## src/rtl/fetch_unit.sv

```systemverilog
// Instruction fetch controller: owns the fetch pointer, addresses the ROM
// every cycle and buffers returned words in a small circular prefetch queue
// that decode drains over a valid/ready handshake. Redirects flush the queue
// and restart fetch; fetch stops once the pointer leaves the ROM window.
module fetch_unit #(
   parameter int          DEPTH      = 2,
   parameter logic [15:0] RESET_PC   = 16'h0000,
   parameter int          IMEM_LIMIT = 32
) (
   input  logic                       clk,
   input  logic                       rst,
   output logic [15:0]                imem_pc,
   input  logic [15:0]                imem_instr,
   input  logic                       redirect_valid,
   input  logic [15:0]                redirect_pc,
   output logic                       inst_valid,
   input  logic                       inst_ready,
   output logic [15:0]                inst_out,
   output logic [15:0]                inst_pc,
   output logic                       fetch_done,
   output logic [$clog2(DEPTH+1)-1:0] occupancy
);

   localparam int                CW      = $clog2(DEPTH + 1);
   localparam int                PW      = (DEPTH > 1) ? $clog2(DEPTH) : 1;
   localparam logic [15:0]       LIMIT   = 16'(IMEM_LIMIT);
   localparam logic [CW-1:0]     DEPTH_C = CW'(DEPTH);
   localparam logic [PW-1:0]     LAST    = PW'(DEPTH - 1);
   localparam logic              RST_DONE = (RESET_PC >= LIMIT);

   logic [15:0]   fpc_q, fpc_d;
   logic          done_q, done_d;
   logic [CW-1:0] count_q, count_d;
   logic [PW-1:0] rd_ptr_q, rd_ptr_d;
   logic [PW-1:0] wr_ptr_q, wr_ptr_d;
   logic          pop, push;
   logic [15:0]   aligned_target;
   logic [15:0]   fpc_inc;

   logic [15:0]   slot_pc    [DEPTH];
   logic [15:0]   slot_instr [DEPTH];

   function automatic logic [PW-1:0] ptr_inc(input logic [PW-1:0] p);
      return (p == LAST) ? '0 : p + 1'b1;
   endfunction

   assign aligned_target = {redirect_pc[15:1], 1'b0};
   assign fpc_inc        = fpc_q + 16'd2;

   // Handshake decode and next-state for pointer, queue bookkeeping and done flag.
   always_comb begin
      pop      = (count_q != '0) & inst_ready;
      push     = ~done_q & ((count_q < DEPTH_C) | pop) & ~redirect_valid;
      fpc_d    = fpc_q;
      done_d   = done_q;
      count_d  = count_q;
      rd_ptr_d = rd_ptr_q;
      wr_ptr_d = wr_ptr_q;
      if (redirect_valid) begin
         // Flush wins over any pop/push; the target may already be out of range.
         fpc_d    = aligned_target;
         done_d   = (aligned_target >= LIMIT);
         count_d  = '0;
         rd_ptr_d = '0;
         wr_ptr_d = '0;
      end else begin
         if (pop) begin
            rd_ptr_d = ptr_inc(rd_ptr_q);
         end
         if (push) begin
            wr_ptr_d = ptr_inc(wr_ptr_q);
            fpc_d    = fpc_inc;
            done_d   = (fpc_inc >= LIMIT);
         end
         if (push && !pop) begin
            count_d = count_q + 1'b1;
         end else if (pop && !push) begin
            count_d = count_q - 1'b1;
         end
      end
   end

   // Control state register with immediate reset.
   always_ff @(posedge clk or posedge rst) begin
      if (rst) begin
         fpc_q    <= RESET_PC;
         done_q   <= RST_DONE;
         count_q  <= '0;
         rd_ptr_q <= '0;
         wr_ptr_q <= '0;
      end else begin
         fpc_q    <= fpc_d;
         done_q   <= done_d;
         count_q  <= count_d;
         rd_ptr_q <= rd_ptr_d;
         wr_ptr_q <= wr_ptr_d;
      end
   end

   genvar gi;
   generate
      for (gi = 0; gi < DEPTH; gi++) begin : g_slot
         logic [15:0] pc_q;
         logic [15:0] instr_q;
         // Capture {fpc, ROM word} into this slot when it is the write target.
         always_ff @(posedge clk or posedge rst) begin
            if (rst) begin
               pc_q    <= '0;
               instr_q <= '0;
            end else if (push && (wr_ptr_q == PW'(gi))) begin
               pc_q    <= fpc_q;
               instr_q <= imem_instr;
            end
         end
         assign slot_pc[gi]    = pc_q;
         assign slot_instr[gi] = instr_q;
      end
   endgenerate

   assign imem_pc    = fpc_q;
   assign inst_valid = (count_q != '0);
   assign inst_out   = slot_instr[rd_ptr_q];
   assign inst_pc    = slot_pc[rd_ptr_q];
   assign fetch_done = done_q;
   assign occupancy  = count_q;

endmodule

```

## config.mk

```make
export PLATFORM = sky130hd
export DESIGN_NAME = fetch_unit
export DESIGN_NICKNAME = d
export VERILOG_FILES = /design/src/rtl/fetch_unit.sv
export SDC_FILE = /design/constraint.sdc
export NUM_CORES = 1
export LEC_CHECK = 0
export BUFFER_PORTS_ARGS = -buffer_cell sky130_fd_sc_hd__buf_4
export CAP_MARGIN = 20
export CORE_MARGIN = 2
export CORE_UTILIZATION = 40
export DETAILED_ROUTE_END_ITERATION = 7
export PLACE_DENSITY = 0.65
export SLEW_MARGIN = 0
export SYNTH_ARGS = -nofsm -noshare
export SYNTH_HDL_FRONTEND = slang
export SYNTH_SLANG_ARGS = --single-unit
```

## constraint.sdc

```tcl
create_clock -name clk -period 2.22 [get_ports clk]
set_clock_uncertainty 0.1 [all_clocks]
set_input_delay 0.222 -clock clk [delete_from_list [all_inputs] [get_ports clk]]
set_output_delay 0.222 -clock clk [all_outputs]
set_load 0.02 [all_outputs]
```

== Word level (Yosys, flattened, before mapping) ==
Cells that the tools add are included.

* Bits in registers: 85

* Bitwise operators: 8
* $lt $le $gt $ge: 4
* Reductions and logical operators: 10
* Muxes and demuxes: 19
* $add $sub $neg: 5

{| class="wikitable"
|+ Operators with widths
! kind !! count
|-
| two-way mux 16 bit || 8
|-
| greater-or-equal comparator 16 x 6 -> 1 bit, second input constant || 2
|-
| adder 16 x 2 -> 16 bit, second input constant || 1
|-
| two-way mux 1 bit || 8
|-
| two-way mux 2 bit || 3
|-
| nonzero test 2 bit || 3
|-
| logical AND 1 bit || 4
|-
| AND 1 bit || 3
|-
| inverter 1 bit || 3
|-
| nonzero test 3 bit || 1
|-
| adder 1 bit, second input constant || 2
|-
| adder 2 x 1 -> 2 bit, second input constant || 1
|-
| greater-or-equal comparator 2 bit, second input constant || 1
|-
| zero test 1 bit || 2
|-
| < comparator 2 bit, second input constant || 1
|-
| inverter 1 -> 2 bit || 1
|-
| subtractor 2 x 1 -> 2 bit, second input constant || 1
|-
| bitwise OR 1 bit || 1
|}

== Depth between registers and ports, before layout ==
* Depth in word-level cells: 10
* Gate-level depth with buffers: 7

== Least setup slack after synthesis ==
Ideal clock, no wire load.

* Kind: register to register
* Start point: reg done_q, in the netlist fetch_done
* End point: reg g_slot[1].instr_q[0]
* Path slack: 329 ps
* Buffers on the path: 3
* Library setup time: 125 ps
* Period minus slack after synthesis: 1891 ps
* Cell stages (with the launch flop): 8
* Arrival time: 1666 ps
* Cells stage by stage: dfrtp_1 > clkbuf_2 > or2_4 > nor2_2 > and2_4 > buf_6 > buf_12 > mux2_4

* Word-level cells in the longest chain between the ends: 4

{| class="wikitable"
|+ RTL lines
! element !! line !! text
|-
| from (decl) || 32 || <nowiki>logic done_q, done_d;</nowiki>
|-
| from (signal assigned) || 93 || <nowiki>done_q <= done_d;</nowiki>
|-
| inverter 1 bit || 53 || <nowiki>push = ~done_q & ((count_q < DEPTH_C) | pop) & ~redirect_valid;</nowiki>
|-
| AND 1 bit (2 in a row) || 53 ||
|-
| logical AND 1 bit || 110 || <nowiki>end else if (push && (wr_ptr_q == PW'(gi))) begin</nowiki>
|-
| to (signal assigned) || 112 || <nowiki>instr_q <= imem_instr;</nowiki>
|-
| to (decl) || 104 || <nowiki>logic [15:0] instr_q;</nowiki>
|}

No other way between the ends.
A chain may end at the register's enable or synchronous reset.

== Worst setup path after layout ==
* Start point: reg count_q[1], in the netlist occupancy[1]
* End point: reg g_slot[1].pc_q[14]

* Word-level cells in the longest chain between the ends: 6
* Elaborated cells between the ends (all ways): 7
* Those cells by class: order compare: 1; bitwise: 4; reduce/logical: 2

{| class="wikitable"
|+ RTL lines
! element !! line !! text
|-
| from (decl) || 33 || <nowiki>logic [CW-1:0] count_q, count_d;</nowiki>
|-
| from (signal assigned) || 94 || <nowiki>count_q <= count_d;</nowiki>
|-
| nonzero test 2 bit || 52 || <nowiki>pop = (count_q != '0) & inst_ready;</nowiki>
|-
| AND 1 bit || 52 ||
|-
| bitwise OR 1 bit * || 53 ||
|-
| AND 1 bit * (2 in a row) || 53 ||
|-
| logical AND 1 bit * || 110 ||
|-
| to (signal assigned) || 111 || <nowiki>pc_q <= fpc_q;</nowiki>
|-
| to (decl) || 103 || <nowiki>logic [15:0] pc_q;</nowiki>
|}

Mark *: on every way between the ends. The rest lies on a longest branch, timed or not.

==> results.ini <==
[clocking]
cts_repair_resize_count = 0
cts-htree-levels = 3
clk_transition_reported_paths_ns = 0.08
ctsRootBufferMaster = clkbuf_8
clock_insertion_delay_worst_skew_ns = 0.35
cts_bufs_inserted = 9
cts_setup_buffers = 0
clock_sink_count = 82
clock_path_buffers = 2
cts_tree = built

[yosys]
synth-warning-count = 0
synth-async-reset-ratio_pct = 100
avgSynthCellArea_sq_um = 12.8
synth_cell_types = 46
synthesis.instances = 326
dominantRegCellSynth = dfrtp_1
synth_area_sq_um = 4160
synth-seq-area-share_pct = 49.3
ys_ff_latch = 82
synth_edf_count = 0

[timing]
timing.fmax_ghz = 0.503
finalCritPeriodShare_pct = 89.5
period_minus_slack_ns = 1.99
max-slew-margin-rel_pct = 44.9
max_slew.worst_pin.slew_ns = 0.825
rsz0062_at_grt = no
finalSetupViolCount = 0
hold_violations = 0
setup_tns_ns = 0
final-max-slew-violation-count = 0
worst_hold_slack_ns = 0.0166
final_worst_setup_slack_ns = 0.233

[detailed_routing]
detail_route.wl_per_cell_um = 16.1
ant_nets = 0
totalWireLength_um = 9370
dr_total_vias = 2903
drt_iter0_drc = 107
routed_via_density = 4.98
drt_pass1_iterations = 6
remaining_drc_errors = 0

[floorplanning]
initial_utilization_pct = 40.7
io_pins = 88
core.rowCount = 37
die_h_um = 106
area_of_the_die_sq_um = 11200
die_w_um = 106
core-area_sq_um = 10200

[global_route]
number_of_antenna_violations_at_the_first_check_in_global_routing = 0
pin_count_of_the_biggest_net_entering_global_routing = 39
global_route.usage.total_pct = 17.8
grt_pass1_vias = 3067
grt_first_pass_wirelength_um = 15700
global_route.overflow_total = 0

[worst_setup_path]
worstSetupStartpointType = flop
r2r-start = occupancy[1]
timing.critical_path.to_type = flop
critical_path_arrival_ns = 2.12
crit_path_top_delay_cell = dfrtp_1
timing.reg2reg.setup_slack_ns = 0.23
critical_path.cell_chain = nor2b_4 -> or2_4 -> nor2_2 -> and2_4 -> buf_4 -> mux2_2
cp_slowest_stage_delay_ns = 0.44
setup.worst_path.class = flop to flop
worst-endpoint-required_ns = 2.36
critPathMaxFanout = 11
timing.reg2reg.worst_path_depth = 6
regToRegEndpoint = g_slot[1].pc_q[14]

[placed_design]
dp_worst_setup_slack_ns = 0.251
io_buffer_count = 84
post-place-cells = 541
place.detailed.hpwl_um = 6190
routabilityCongestion = 0.795

[finish]
area_delta_synth_final_pct = 29.8
post_route_cells_drive_above_1_share_pct = 49.9
stdcell_count = 583
insertedDiodeCount = 0
nets = 479
fillers = 909

[power]
power.density_cell_area_nw_per_um2 = 583
irDropWorstVdd_v = 0.000275
leakage_uw = 0.00251

[run]
maxCapViolations = 0

[hold_path]
worstHoldPathCells = 2
hold_path.startpoint = imem_instr[12]
hold_end = g_slot[0].instr_q[12]
hp-class = primary input to flop

[run_status]
result_of_the_run = finished clean

-- kinds of logic after synthesis --
group                      synth area share, %
xor gates and xnor gates                  3.79
AOI/OAI and AO/OA                         4.18
and+or+nand+nor                           9.74
other                                   0.0901
DFF                                       49.3
adders and majority gates                0.301
buffers and inverters                     4.51
muxes                                     28.1
-- where the power goes --
part           internal (uW)  switching [uW]
Combinational            275             259
Sequential              1570            69.3
Clock                    436             546
-- layout by cell type, fill, tap and decap left out, types with 9 or more instances in the layout --
cell type	instances
clkbuf_8	10
o21ai_0	16
buf_4	100
nor2_1	9
mux2_2	62
dlygate4sd3_1	26
mux2_4	30
dfrtp_1	82
nand2_1	23
xor2_1	11
-- cell type report --
cell class	instances	area (sq um)	share of cell area, %
Sequential cell	82	2050	38.0
Multi-Input combinational cell	218	1930	35.8
Timing Repair Buffer	128	1050	19.5
Tap cell	136	170	3.15
Clock buffer	10	138	2.55
Clock inverter	6	42.5	0.788
Inverter	3	15.0	0.278
-- metal layers --
metal / part of all wire, % / track usage, %
met2: 50 / 30.4
met5: 0 / 0
met3: 4.1 / 3.74
met1: 45 / 22.8
met4: 0.96 / 5.26
-- metrics by stage --
step	util (%)	cell area [sq um]	power (uW)
after floorplan	-	4170	1940
after global placement	48.5	4960	2150
after detailed placement	48.5	4960	2160
after CTS	52.7	5390	3200
after global routing	52.8	5400	3330
final	52.8	5400	3150
-- critical path: cells and delay by family (launching register included) --
family	cells	cell delay (ns)
buf+inv	1	0.24
flops	1	0.44
mux	1	0.36
simple gates	4	0.74
-- cells in the mapped netlist (2+ instances only) --
cell type | n | area [sq um]
a21oi_1 | 4 | 20.0
nor2_1 | 9 | 33.8
buf_2 | 2 | 10.0
clkbuf_1 | 6 | 22.5
inv_1 | 3 | 11.3
nand4_1 | 4 | 25.0
xor2_1 | 11 | 96.3
buf_12 | 3 | 60.1
nor3_1 | 4 | 20.0
nand2b_1 | 2 | 12.5
dfrtp_1 | 82 | 2050
or2_2 | 3 | 18.8
o21ai_1 | 3 | 15.0
and4_1 | 2 | 17.5
nand2_1 | 23 | 86.3
mux2_4 | 30 | 450
nand3_1 | 8 | 40.0
buf_1 | 4 | 15.0
and3_1 | 3 | 18.8
buf_4 | 7 | 52.6
o21ai_0 | 16 | 80.1
mux2_2 | 62 | 698
or3_1 | 3 | 18.8
xnor2_1 | 7 | 61.3
nor4_1 | 3 | 18.8
nor2_2 | 2 | 12.5
-- registers in the layout, summed over array words and instances (netlist names) --
name and count:
fetch_done 1, g_slot.instr_q 32, g_slot.pc_q 30, imem_pc 15
occupancy 2, rd_ptr_q 1, wr_ptr_q 1
-- worst max-delay path by stage --
| stage | from | endpoint | slack [ns] | cells past startpoint |
|---|---|---|---|---|
| 2_1_floorplan | fetch_done | g_slot[1].instr_q[0] | 0.33 | 7 |
| 3_3_place_gp | occupancy[1] | g_slot[1].pc_q[14] | 0.29 | 6 |
| 3_5_place_dp | occupancy[1] | g_slot[1].pc_q[14] | 0.25 | 6 |
| 4_1_cts | occupancy[1] | g_slot[1].pc_q[14] | 0.23 | 6 |
| 5_1_grt | occupancy[1] | g_slot[1].pc_q[14] | 0.18 | 6 |
| 6_report | occupancy[1] | g_slot[1].pc_q[14] | 0.23 | 6 |
-- what timing repair did --
action                     in CTS  in global routing
hold buffers                   25                  1
setup endpoints to repair       0                  0
hold endpoints to repair       63                  1
Note: power is estimated with default switching activity, not from simulation.
